[src/rtl/mlp_layer_sequencer_pkg.sv]
// Shared constants and state encoding for the MNIST dense-layer sequencer.
// Defaults describe the 784-pixel x 10-neuron layer with a single-cycle ROM.
package mlp_layer_sequencer_pkg;

    localparam int DEF_N_PIX   = 784;
    localparam int DEF_N_OUT   = 10;
    localparam int DEF_MEM_LAT = 1;
    localparam int DEF_ACC_W   = 34;

    localparam int PIX_AW = 10;
    localparam int WGT_AW = 13;
    localparam int OUT_AW = 4;

    localparam logic signed [DEF_ACC_W-1:0] ACC_MIN =
        {1'b1, {(DEF_ACC_W-1){1'b0}}};

    typedef enum logic [2:0] {
        S_IDLE,
        S_ISSUE,
        S_DRAIN,
        S_CMP,
        S_DONE
    } state_e;

    function automatic int drain_cnt_w(input int mem_lat);
        return $clog2(mem_lat + 1) + 1;
    endfunction

endpackage

[src/rtl/mlp_layer_sequencer_if.sv]
// Control handshake plus ROM/MAC datapath bundle of the layer sequencer.
// master = sequencer side, slave = board top and MAC datapath side.
interface mlp_layer_sequencer_if
    import mlp_layer_sequencer_pkg::*;
#(
    parameter int ACC_W = DEF_ACC_W
) ();

    logic                    start;
    logic                    busy;
    logic                    done;
    logic [OUT_AW-1:0]       predicted_digit;
    logic                    rd_en;
    logic [PIX_AW-1:0]       pix_addr;
    logic [WGT_AW-1:0]       wgt_addr;
    logic [OUT_AW-1:0]       bias_addr;
    logic                    mac_clear;
    logic                    mac_en;
    logic signed [ACC_W-1:0] acc_in;

    modport master (
        input  start, acc_in,
        output busy, done, predicted_digit, rd_en,
        output pix_addr, wgt_addr, bias_addr,
        output mac_clear, mac_en
    );

    modport slave (
        output start, acc_in,
        input  busy, done, predicted_digit, rd_en,
        input  pix_addr, wgt_addr, bias_addr,
        input  mac_clear, mac_en
    );

endinterface

[src/rtl/mlp_argmax_tracker.sv]
// Running argmax over neuron scores; strict greater-than so ties keep the
// lower index. The digit survives clr so it only changes on a real update.
module mlp_argmax_tracker
    import mlp_layer_sequencer_pkg::*;
#(
    parameter int ACC_W = DEF_ACC_W,
    parameter int IDX_W = OUT_AW
) (
    input  logic                    clk_i,
    input  logic                    rst_ni,
    input  logic                    clr_i,
    input  logic                    en_i,
    input  logic signed [ACC_W-1:0] value_i,
    input  logic [IDX_W-1:0]        idx_i,
    output logic [IDX_W-1:0]        digit_o
);

    localparam logic signed [ACC_W-1:0] MIN =
        {1'b1, {(ACC_W-1){1'b0}}};

    logic signed [ACC_W-1:0] max_q, max_d;
    logic [IDX_W-1:0]        dig_q, dig_d;

    always_comb begin
        max_d = max_q;
        dig_d = dig_q;
        if (clr_i) begin
            max_d = MIN;
        end else if (en_i && (value_i > max_q)) begin
            max_d = value_i;
            dig_d = idx_i;
        end
    end

    always_ff @(posedge clk_i or negedge rst_ni) begin
        if (!rst_ni) begin
            max_q <= MIN;
            dig_q <= '0;
        end else begin
            max_q <= max_d;
            dig_q <= dig_d;
        end
    end

    assign digit_o = dig_q;

endmodule

[src/rtl/mlp_layer_sequencer.sv]
// Walks neurons x pixels for the single-MAC dense layer, drives ROM
// addresses and delayed accumulator strobes, and tracks the argmax.
module mlp_layer_sequencer
    import mlp_layer_sequencer_pkg::*;
#(
    parameter int N_PIX   = DEF_N_PIX,
    parameter int N_OUT   = DEF_N_OUT,
    parameter int MEM_LAT = DEF_MEM_LAT,
    parameter int ACC_W   = DEF_ACC_W
) (
    input  logic                  CLOCK_50,
    input  logic                  reset_n,
    mlp_layer_sequencer_if.master bus
);

    localparam int CW = drain_cnt_w(MEM_LAT);

    state_e              state_q, state_d;
    logic                start_q;
    logic [OUT_AW-1:0]   n_q, n_d;
    logic [PIX_AW-1:0]   p_q, p_d;
    logic [WGT_AW-1:0]   wgt_q, wgt_d;
    logic [CW-1:0]       cnt_q, cnt_d;
    logic [MEM_LAT-1:0]  vld_q, vld_d;
    logic [MEM_LAT-1:0]  fst_q, fst_d;
    logic                trk_clr;
    logic                trk_en;

    always_comb begin
        state_d = state_q;
        n_d     = n_q;
        p_d     = p_q;
        wgt_d   = wgt_q;
        cnt_d   = cnt_q;
        trk_clr = 1'b0;
        trk_en  = 1'b0;
        unique case (state_q)
            S_IDLE: begin
                if (start_q) begin
                    state_d = S_ISSUE;
                    n_d     = '0;
                    p_d     = '0;
                    wgt_d   = '0;
                    trk_clr = 1'b1;
                end
            end
            S_ISSUE: begin
                if (p_q == PIX_AW'(N_PIX - 1)) begin
                    state_d = S_DRAIN;
                    cnt_d   = '0;
                end else begin
                    p_d   = p_q + PIX_AW'(1);
                    wgt_d = wgt_q + WGT_AW'(N_OUT);
                end
            end
            S_DRAIN: begin
                if (cnt_q == CW'(MEM_LAT)) begin
                    state_d = S_CMP;
                end else begin
                    cnt_d = cnt_q + CW'(1);
                end
            end
            S_CMP: begin
                trk_en = 1'b1;
                if (n_q == OUT_AW'(N_OUT - 1)) begin
                    state_d = S_DONE;
                end else begin
                    state_d = S_ISSUE;
                    n_d     = n_q + OUT_AW'(1);
                    p_d     = '0;
                    wgt_d   = WGT_AW'(n_q) + WGT_AW'(1);
                end
            end
            S_DONE: begin
                if (!start_q) begin
                    state_d = S_IDLE;
                end
            end
            default: state_d = S_IDLE;
        endcase
    end

    // Stage 0 is the issue beat; the last stage lines up with ROM data.
    always_comb begin
        vld_d    = vld_q;
        fst_d    = fst_q;
        vld_d[0] = (state_q == S_ISSUE);
        fst_d[0] = (state_q == S_ISSUE) && (p_q == '0);
        for (int i = 1; i < MEM_LAT; i++) begin
            vld_d[i] = vld_q[i-1];
            fst_d[i] = fst_q[i-1];
        end
    end

    // start is a board switch: register it once before the FSM sees it.
    always_ff @(posedge CLOCK_50 or negedge reset_n) begin
        if (!reset_n) begin
            state_q <= S_IDLE;
            start_q <= 1'b0;
            n_q     <= '0;
            p_q     <= '0;
            wgt_q   <= '0;
            cnt_q   <= '0;
            vld_q   <= '0;
            fst_q   <= '0;
        end else begin
            state_q <= state_d;
            start_q <= bus.start;
            n_q     <= n_d;
            p_q     <= p_d;
            wgt_q   <= wgt_d;
            cnt_q   <= cnt_d;
            vld_q   <= vld_d;
            fst_q   <= fst_d;
        end
    end

    mlp_argmax_tracker #(
        .ACC_W (ACC_W),
        .IDX_W (OUT_AW)
    ) u_argmax (
        .clk_i   (CLOCK_50),
        .rst_ni  (reset_n),
        .clr_i   (trk_clr),
        .en_i    (trk_en),
        .value_i (bus.acc_in),
        .idx_i   (n_q),
        .digit_o (bus.predicted_digit)
    );

    assign bus.busy      = (state_q == S_ISSUE) ||
                           (state_q == S_DRAIN) ||
                           (state_q == S_CMP);
    assign bus.done      = (state_q == S_DONE);
    assign bus.rd_en     = (state_q == S_ISSUE);
    assign bus.pix_addr  = p_q;
    assign bus.wgt_addr  = wgt_q;
    assign bus.bias_addr = n_q;
    assign bus.mac_clear = vld_q[MEM_LAT-1] & fst_q[MEM_LAT-1];
    assign bus.mac_en    = vld_q[MEM_LAT-1] & ~fst_q[MEM_LAT-1];

endmodule

[src/flat_wrapper.sv]
// flat-port wrapper written by rule: the top's interface ports become plain ports
module mlp_layer_sequencer_flat import mlp_layer_sequencer_pkg::*;
#(
    parameter int N_PIX   = DEF_N_PIX,
    parameter int N_OUT   = DEF_N_OUT,
    parameter int MEM_LAT = DEF_MEM_LAT,
    parameter int ACC_W   = DEF_ACC_W
)
  (CLOCK_50, reset_n, bus_start, bus_acc_in, bus_busy, bus_done, bus_predicted_digit, bus_rd_en, bus_pix_addr, bus_wgt_addr, bus_bias_addr, bus_mac_clear, bus_mac_en);
  mlp_layer_sequencer_if #(.ACC_W(ACC_W)) bus_i ();
  input  logic CLOCK_50;
  input  logic reset_n;
  input wire logic [$bits(bus_i.start)-1:0] bus_start;
  input wire logic [$bits(bus_i.acc_in)-1:0] bus_acc_in;
  output wire logic [$bits(bus_i.busy)-1:0] bus_busy;
  output wire logic [$bits(bus_i.done)-1:0] bus_done;
  output wire logic [$bits(bus_i.predicted_digit)-1:0] bus_predicted_digit;
  output wire logic [$bits(bus_i.rd_en)-1:0] bus_rd_en;
  output wire logic [$bits(bus_i.pix_addr)-1:0] bus_pix_addr;
  output wire logic [$bits(bus_i.wgt_addr)-1:0] bus_wgt_addr;
  output wire logic [$bits(bus_i.bias_addr)-1:0] bus_bias_addr;
  output wire logic [$bits(bus_i.mac_clear)-1:0] bus_mac_clear;
  output wire logic [$bits(bus_i.mac_en)-1:0] bus_mac_en;
  assign bus_i.start = bus_start;
  assign bus_i.acc_in = bus_acc_in;
  assign bus_busy = bus_i.busy;
  assign bus_done = bus_i.done;
  assign bus_predicted_digit = bus_i.predicted_digit;
  assign bus_rd_en = bus_i.rd_en;
  assign bus_pix_addr = bus_i.pix_addr;
  assign bus_wgt_addr = bus_i.wgt_addr;
  assign bus_bias_addr = bus_i.bias_addr;
  assign bus_mac_clear = bus_i.mac_clear;
  assign bus_mac_en = bus_i.mac_en;
  mlp_layer_sequencer #(.N_PIX(N_PIX), .N_OUT(N_OUT), .MEM_LAT(MEM_LAT), .ACC_W(ACC_W)) u_core (.CLOCK_50(CLOCK_50), .reset_n(reset_n), .bus(bus_i));
endmodule
[config.mk]
export PLATFORM = sky130hd
export DESIGN_NAME = mlp_layer_sequencer_flat
export DESIGN_NICKNAME = d
export VERILOG_FILES = /design/src/rtl/mlp_layer_sequencer_pkg.sv /design/src/rtl/mlp_layer_sequencer_if.sv /design/src/rtl/mlp_argmax_tracker.sv /design/src/rtl/mlp_layer_sequencer.sv /design/src/flat_wrapper.sv
export SDC_FILE = /design/constraint.sdc
export NUM_CORES = 1
export LEC_CHECK = 0
export ABC_AREA = 0
export ABC_CLOCK_PERIOD_IN_PS = 2900
export BUFFER_PORTS_ARGS = -buffer_cell sky130_fd_sc_hd__buf_2
export CORE_UTILIZATION = 45
export CTS_CLUSTER_DIAMETER = 80
export CTS_CLUSTER_SIZE = 20
export DETAILED_ROUTE_END_ITERATION = 10
export GPL_TIMING_DRIVEN = 0
export PLACE_DENSITY = 0.68
export RECOVER_POWER = 50
export SLEW_MARGIN = 20
export SYNTH_ARGS = -nofsm -noshare
export SYNTH_HDL_FRONTEND = slang
export SYNTH_HIERARCHICAL = 1
export SYNTH_SLANG_ARGS = --single-unit
[constraint.sdc]
create_clock -name CLOCK_50 -period 2.9 [get_ports CLOCK_50]
set_input_delay 0.29 -clock CLOCK_50 [delete_from_list [all_inputs] [get_ports CLOCK_50]]
set_output_delay 0.29 -clock CLOCK_50 [all_outputs]
set_load 0.005 [all_outputs]
Word-level counts from Yosys, hierarchy flattened:

Index checks and enable logic that the tools add are counted.

* bits in registers: 73
* output and inout port bits: 36
* word-level logic and storage cells: 74

* add/subtract/negate cells: 5
* magnitude comparators: 1
* equality and inequality tests: 14
* muxes and demuxes: 25
* bitwise logic cells: 4
* reduce and logical (&&, ||, !) cells: 15

Operators with widths (count)
* $mux 34: 2
* $mux 13: 3
* $pmux 13 s3: 1
* $gt 34x34->1: 1
* $mux 10: 3
* $pmux 10 s3: 1
* $mux 3: 5
* $pmux 3 s5: 1
* $add 13x4->13 const B: 1
* $add 10x1->10 const B: 1
* $eq 10x10->1 const B: 1
* $logic_not 10->1: 1
* $ne 2x2->1 const B: 5
* $mux 4: 2
* $pmux 4 s2: 1
* $reduce_and 4->1: 2
* $eq 3x2->1 const B: 2
* $reduce_and 3->1: 2
* $reduce_bool 2->1: 3
* $add 4x1->5 const B: 1
* $add 4x1->4 const B: 1
* $eq 4x4->1 const B: 1
* $mux 2: 2
* $ne 2x1->1 const B: 2
* 13 further kinds: 19

Logic depth before layout (Yosys ltp):

* depth after elaboration: 5
* depth in mapped cells: 10
* gate-level depth less buffers: 9

Cells and area by module:

The synthesis kept the hierarchy.

By module, submodules not included
* mlp_argmax_tracker: times used 1, cells each 281, area each 2765.2 µm², seq. area each 952.2 µm²
* mlp_layer_sequencer: times used 1, cells each 208, area each 2037.0 µm², seq. area each 875.8 µm²

Worst setup path before layout:

Ideal clock, no wire load.

* path kind: reg-to-reg
* from: reg u_core.u_argmax.max_q[33]
* to: reg u_core.u_argmax.dig_q[2], in the netlist u_core/u_argmax/digit_o[2]
* setup time: 0.128 ns
* data arrival time: 2.629 ns
* data required time: 2.772 ns
* setup slack: 0.143 ns
* stages on the path, launching flop included: 10
* path buffers: 0
* clock period less this slack: 2.757 ns
* cell sequence: dfstp_2 inv_1 ha_1 nand4_1 nand4bb_4 or4b_4 o21ai_1 o311ai_2 a21oi_4 mux2_1

* word-level cells in the longest chain between the ends: 3

RTL lines
* start, declared: line mlp_argmax_tracker.sv:21 `logic signed [ACC_W-1:0] max_q, max_d;`
* start signal, assigned: line mlp_argmax_tracker.sv:40 `max_q <= max_d;`
* $gt 34x34->1: line mlp_argmax_tracker.sv:29 `end else if (en_i && (value_i > max_q)) begin`
* $logic_and 1x1->1: line mlp_argmax_tracker.sv:29
* $reduce_and 2->1 (no source line)
* end signal, assigned: line mlp_argmax_tracker.sv:41 `dig_q <= dig_d;`
* end, declared: line mlp_argmax_tracker.sv:22 `logic [IDX_W-1:0] dig_q, dig_d;`

Every way passes these cells.
A chain may end at the register's enable or synchronous reset.

Final worst setup path:

* from: reg u_core.u_argmax.max_q[16]
* to: reg u_core.u_argmax.dig_q[3], in the netlist u_core/u_argmax/digit_o[3]

Same word-level chain as after synthesis.

==> reports/qor.txt <==
r2r worst-path depth: 9
Die Wd: 105 µm
hpwl dp: 7990 µm
CTS HTree Levels: 3
DR iter-0 viols: 147
total gr overflow: 0
Hold Path Depth: 1
initial antenna violation count: 0
compound-cell area share of the yosys netlist: 0.137
largest family of logic cells by synthesized area: simple AND/OR/NAND/NOR gates
Tmin final: 2.82 ns
Final Core Density: 0.548
overall power: 2.84 mW
IO Port Bufs: 72
Final WS setup: 0.0810 ns
Site Rows: 37
Area Overhead vs Synth: 17.7%
Ports: 73
status: finished, final reports clean
CTS tree: yes
Net Count, Synth: 566
Post-synth top flop: dfrtp_1
Synth cell types: 63
Clock Skew: 0.0100 ns
Avg Inst Size Synth: 9.82 µm²
yosys warns: 6
number of enable flip-flop cells after synthesis: 0
Pleak: 2.52 nW
CTS Sinks: 73
DRC: 0
Area after DPL: 5360 µm²
synthesized flop and latch total: 73
Vias: 3946
Cells after Synth: 489
top cell type's share of synthesized area: 0.375
Core ar.: 10300 µm²
Slew headroom: 0.181
critical path arrival: 3.06 ns
worst slack at placement: -0.105 ns
RSZ-0062 raised after global routing: true
Critical Path Sink Type: flop
synth cell count leaders: dfrtp_1, nand2b_1, inv_1
largest area contributor in the netlist: dfrtp_1
Max VDD drop: 0.274 mV
Vias/cell: 5.45
Routed Antenna Nets: 0
Post-Place Cells: 698
drt wl/cell: 15.4 µm
Die ar.: 11100 µm²
crit-path max FO: 4
Post-Synth Adder-Cell Area: 0.104
setup violators final: 0
critical path launch point type: flop
pins over their slew limit: 0
Num CTS Buffers: 9
worst-margin pin slew: 1.23 ns
overall routing resource usage: 0.212
maximum number of pins on one net before global-route repair: 56
DR pass1 iterations: 4
Crit Path Class: flop to flop
fin cells: 724
multiplexer area fraction after synthesis: 0.0875
drt total wl: 11200 µm
Synth Area in Simple Gates: 0.216
Synth Cell Area: 4800 µm²
# diodes: 0
vias in the first global route: 3848
sequential area share after synthesis: 0.381
Worst Hold Class: input port to flop
Area contributors post-synth: dfrtp_1, ha_1, nand2b_1
Worst EP required: 3.14 ns
Die Ht: 105 µm
design area: 5650 µm²
post-synthesis xor/xnor area fraction: 0.00365
CTS max path bufs: 2
Final Hold Viols: 0
fin crit share: 0.972
clk_lat worst skew: 0.36 ns
Nets: 660
Max-Cap Viols: 0
total negative slack: 0 ns
fillers: 915
count leader, synth: dfrtp_1
P per Cell Area: 502 nW/µm²
fmax: 355 MHz
first-pass GRT wire length: 18700 µm
Initial Util: 0.465
CTS clock-pin slew for the worst setup and hold paths: 0.08 ns
CTS root buffer: clkbuf_8
Final Wtd Congestion: 0.855
post-synthesis async set-or-reset flop share: 1.00
WHS: 0.0370 ns
share of layout cells above drive strength 1: 0.216
[path summary, 6_finish.rpt]
path                                                     endpoint  slack [ns]                                    from
setup reg to reg           u_core/u_argmax/digit_o[3]$_DFFE_PN0P_        0.08   u_core/u_argmax/max_q[16]$_DFFE_PN0P_
max in group asynchronous    u_core/u_argmax/max_q[1]$_DFFE_PN0P_        0.46                                 reset_n
hold / removal                           u_core/start_q$_DFF_PN0_        0.04                               bus_start
min in group asynchronous   u_core/u_argmax/max_q[23]$_DFFE_PN0P_        0.65                                 reset_n
hold reg to reg            u_core/u_argmax/digit_o[3]$_DFFE_PN0P_        0.49  u_core/u_argmax/digit_o[3]$_DFFE_PN0P_
setup / recovery           u_core/u_argmax/digit_o[3]$_DFFE_PN0P_        0.08   u_core/u_argmax/max_q[16]$_DFFE_PN0P_
[power breakdown]
| group | switching (mW) | total [mW] | internal, mW |
|---|---|---|---|
| sequential | 0.119 | 1.22 | 1.10 |
| clock | 0.410 | 0.748 | 0.338 |
| combinational | 0.484 | 0.873 | 0.389 |
| total | 1.01 | 2.84 | 1.83 |
[sequential cells by signal, indices dropped and copies added (netlist names)]
signal	flops
u_core/vld_q	1
u_core/bus.pix_addr	10
u_core/bus.bias_addr	4
u_core/start_q	1
u_core/u_argmax/digit_o	4
u_core/u_argmax/max_q	34
u_core/cnt_q	2
u_core/bus.wgt_addr	13
u_core/state_q	3
u_core/fst_q	1
[critical path, stage by stage (launching register included)]
cell	delay, ns
dfrtp_1	0.36
inv_1	0.05
ha_1	0.30
nand4_1	0.19
nor4b_4	0.34
or4b_4	0.53
o21ai_4	0.18
o311ai_4	0.15
a21oi_4	0.24
mux2_1	0.35
[routing by layer]
layer | part of all wire | global-route usage
met3 | 0.042 | 0.0402
met4 | 0.0096 | 0.0714
met5 | 0 | 0
met1 | 0.46 | 0.272
met2 | 0.49 | 0.356
[cell type report]
type                       instances  area [µm²]  area share
buffer                            21         158      0.0279
clock buffer                      11         141      0.0250
clock inverter                     5        40.0     0.00708
inverter                          46         178      0.0314
multi-input combinational        349        2700       0.478
sequential                        73        1830       0.323
tap                              136         170      0.0301
timing repair buffer              83         435      0.0770
[placed cells by master, fill, tap and decap left out, types with 9 or more instances in the layout]
cell type,n
o31ai_1,18
ha_1,39
buf_2,69
nor2_1,9
a21oi_1,33
dfrtp_1,72
nand2b_1,67
or4_1,15
clkbuf_8,10
o21ai_0,15
inv_1,44
clkbuf_1,16
buf_4,11
mux2i_1,36
nand2_1,24
nand3_1,10
[kinds of logic after synthesis]
group	Yosys count
AND/OR/NAND/NOR	166
AO/OA/AOI/OAI	100
flip-flops	73
buffers and inverters	67
multiplexers	41
adder cells (fa/ha/maj)	40
XOR/XNOR	2
[timing repair]
action	CTS	global route
buffers inserted	0	9
endpoints found under the hold margin	17	0
endpoints found under the setup margin	34	34
pin swaps	1	6
resized for setup	5	7
hold buffers	1	0
No activity file was read; power rests on OpenSTA's default activity.
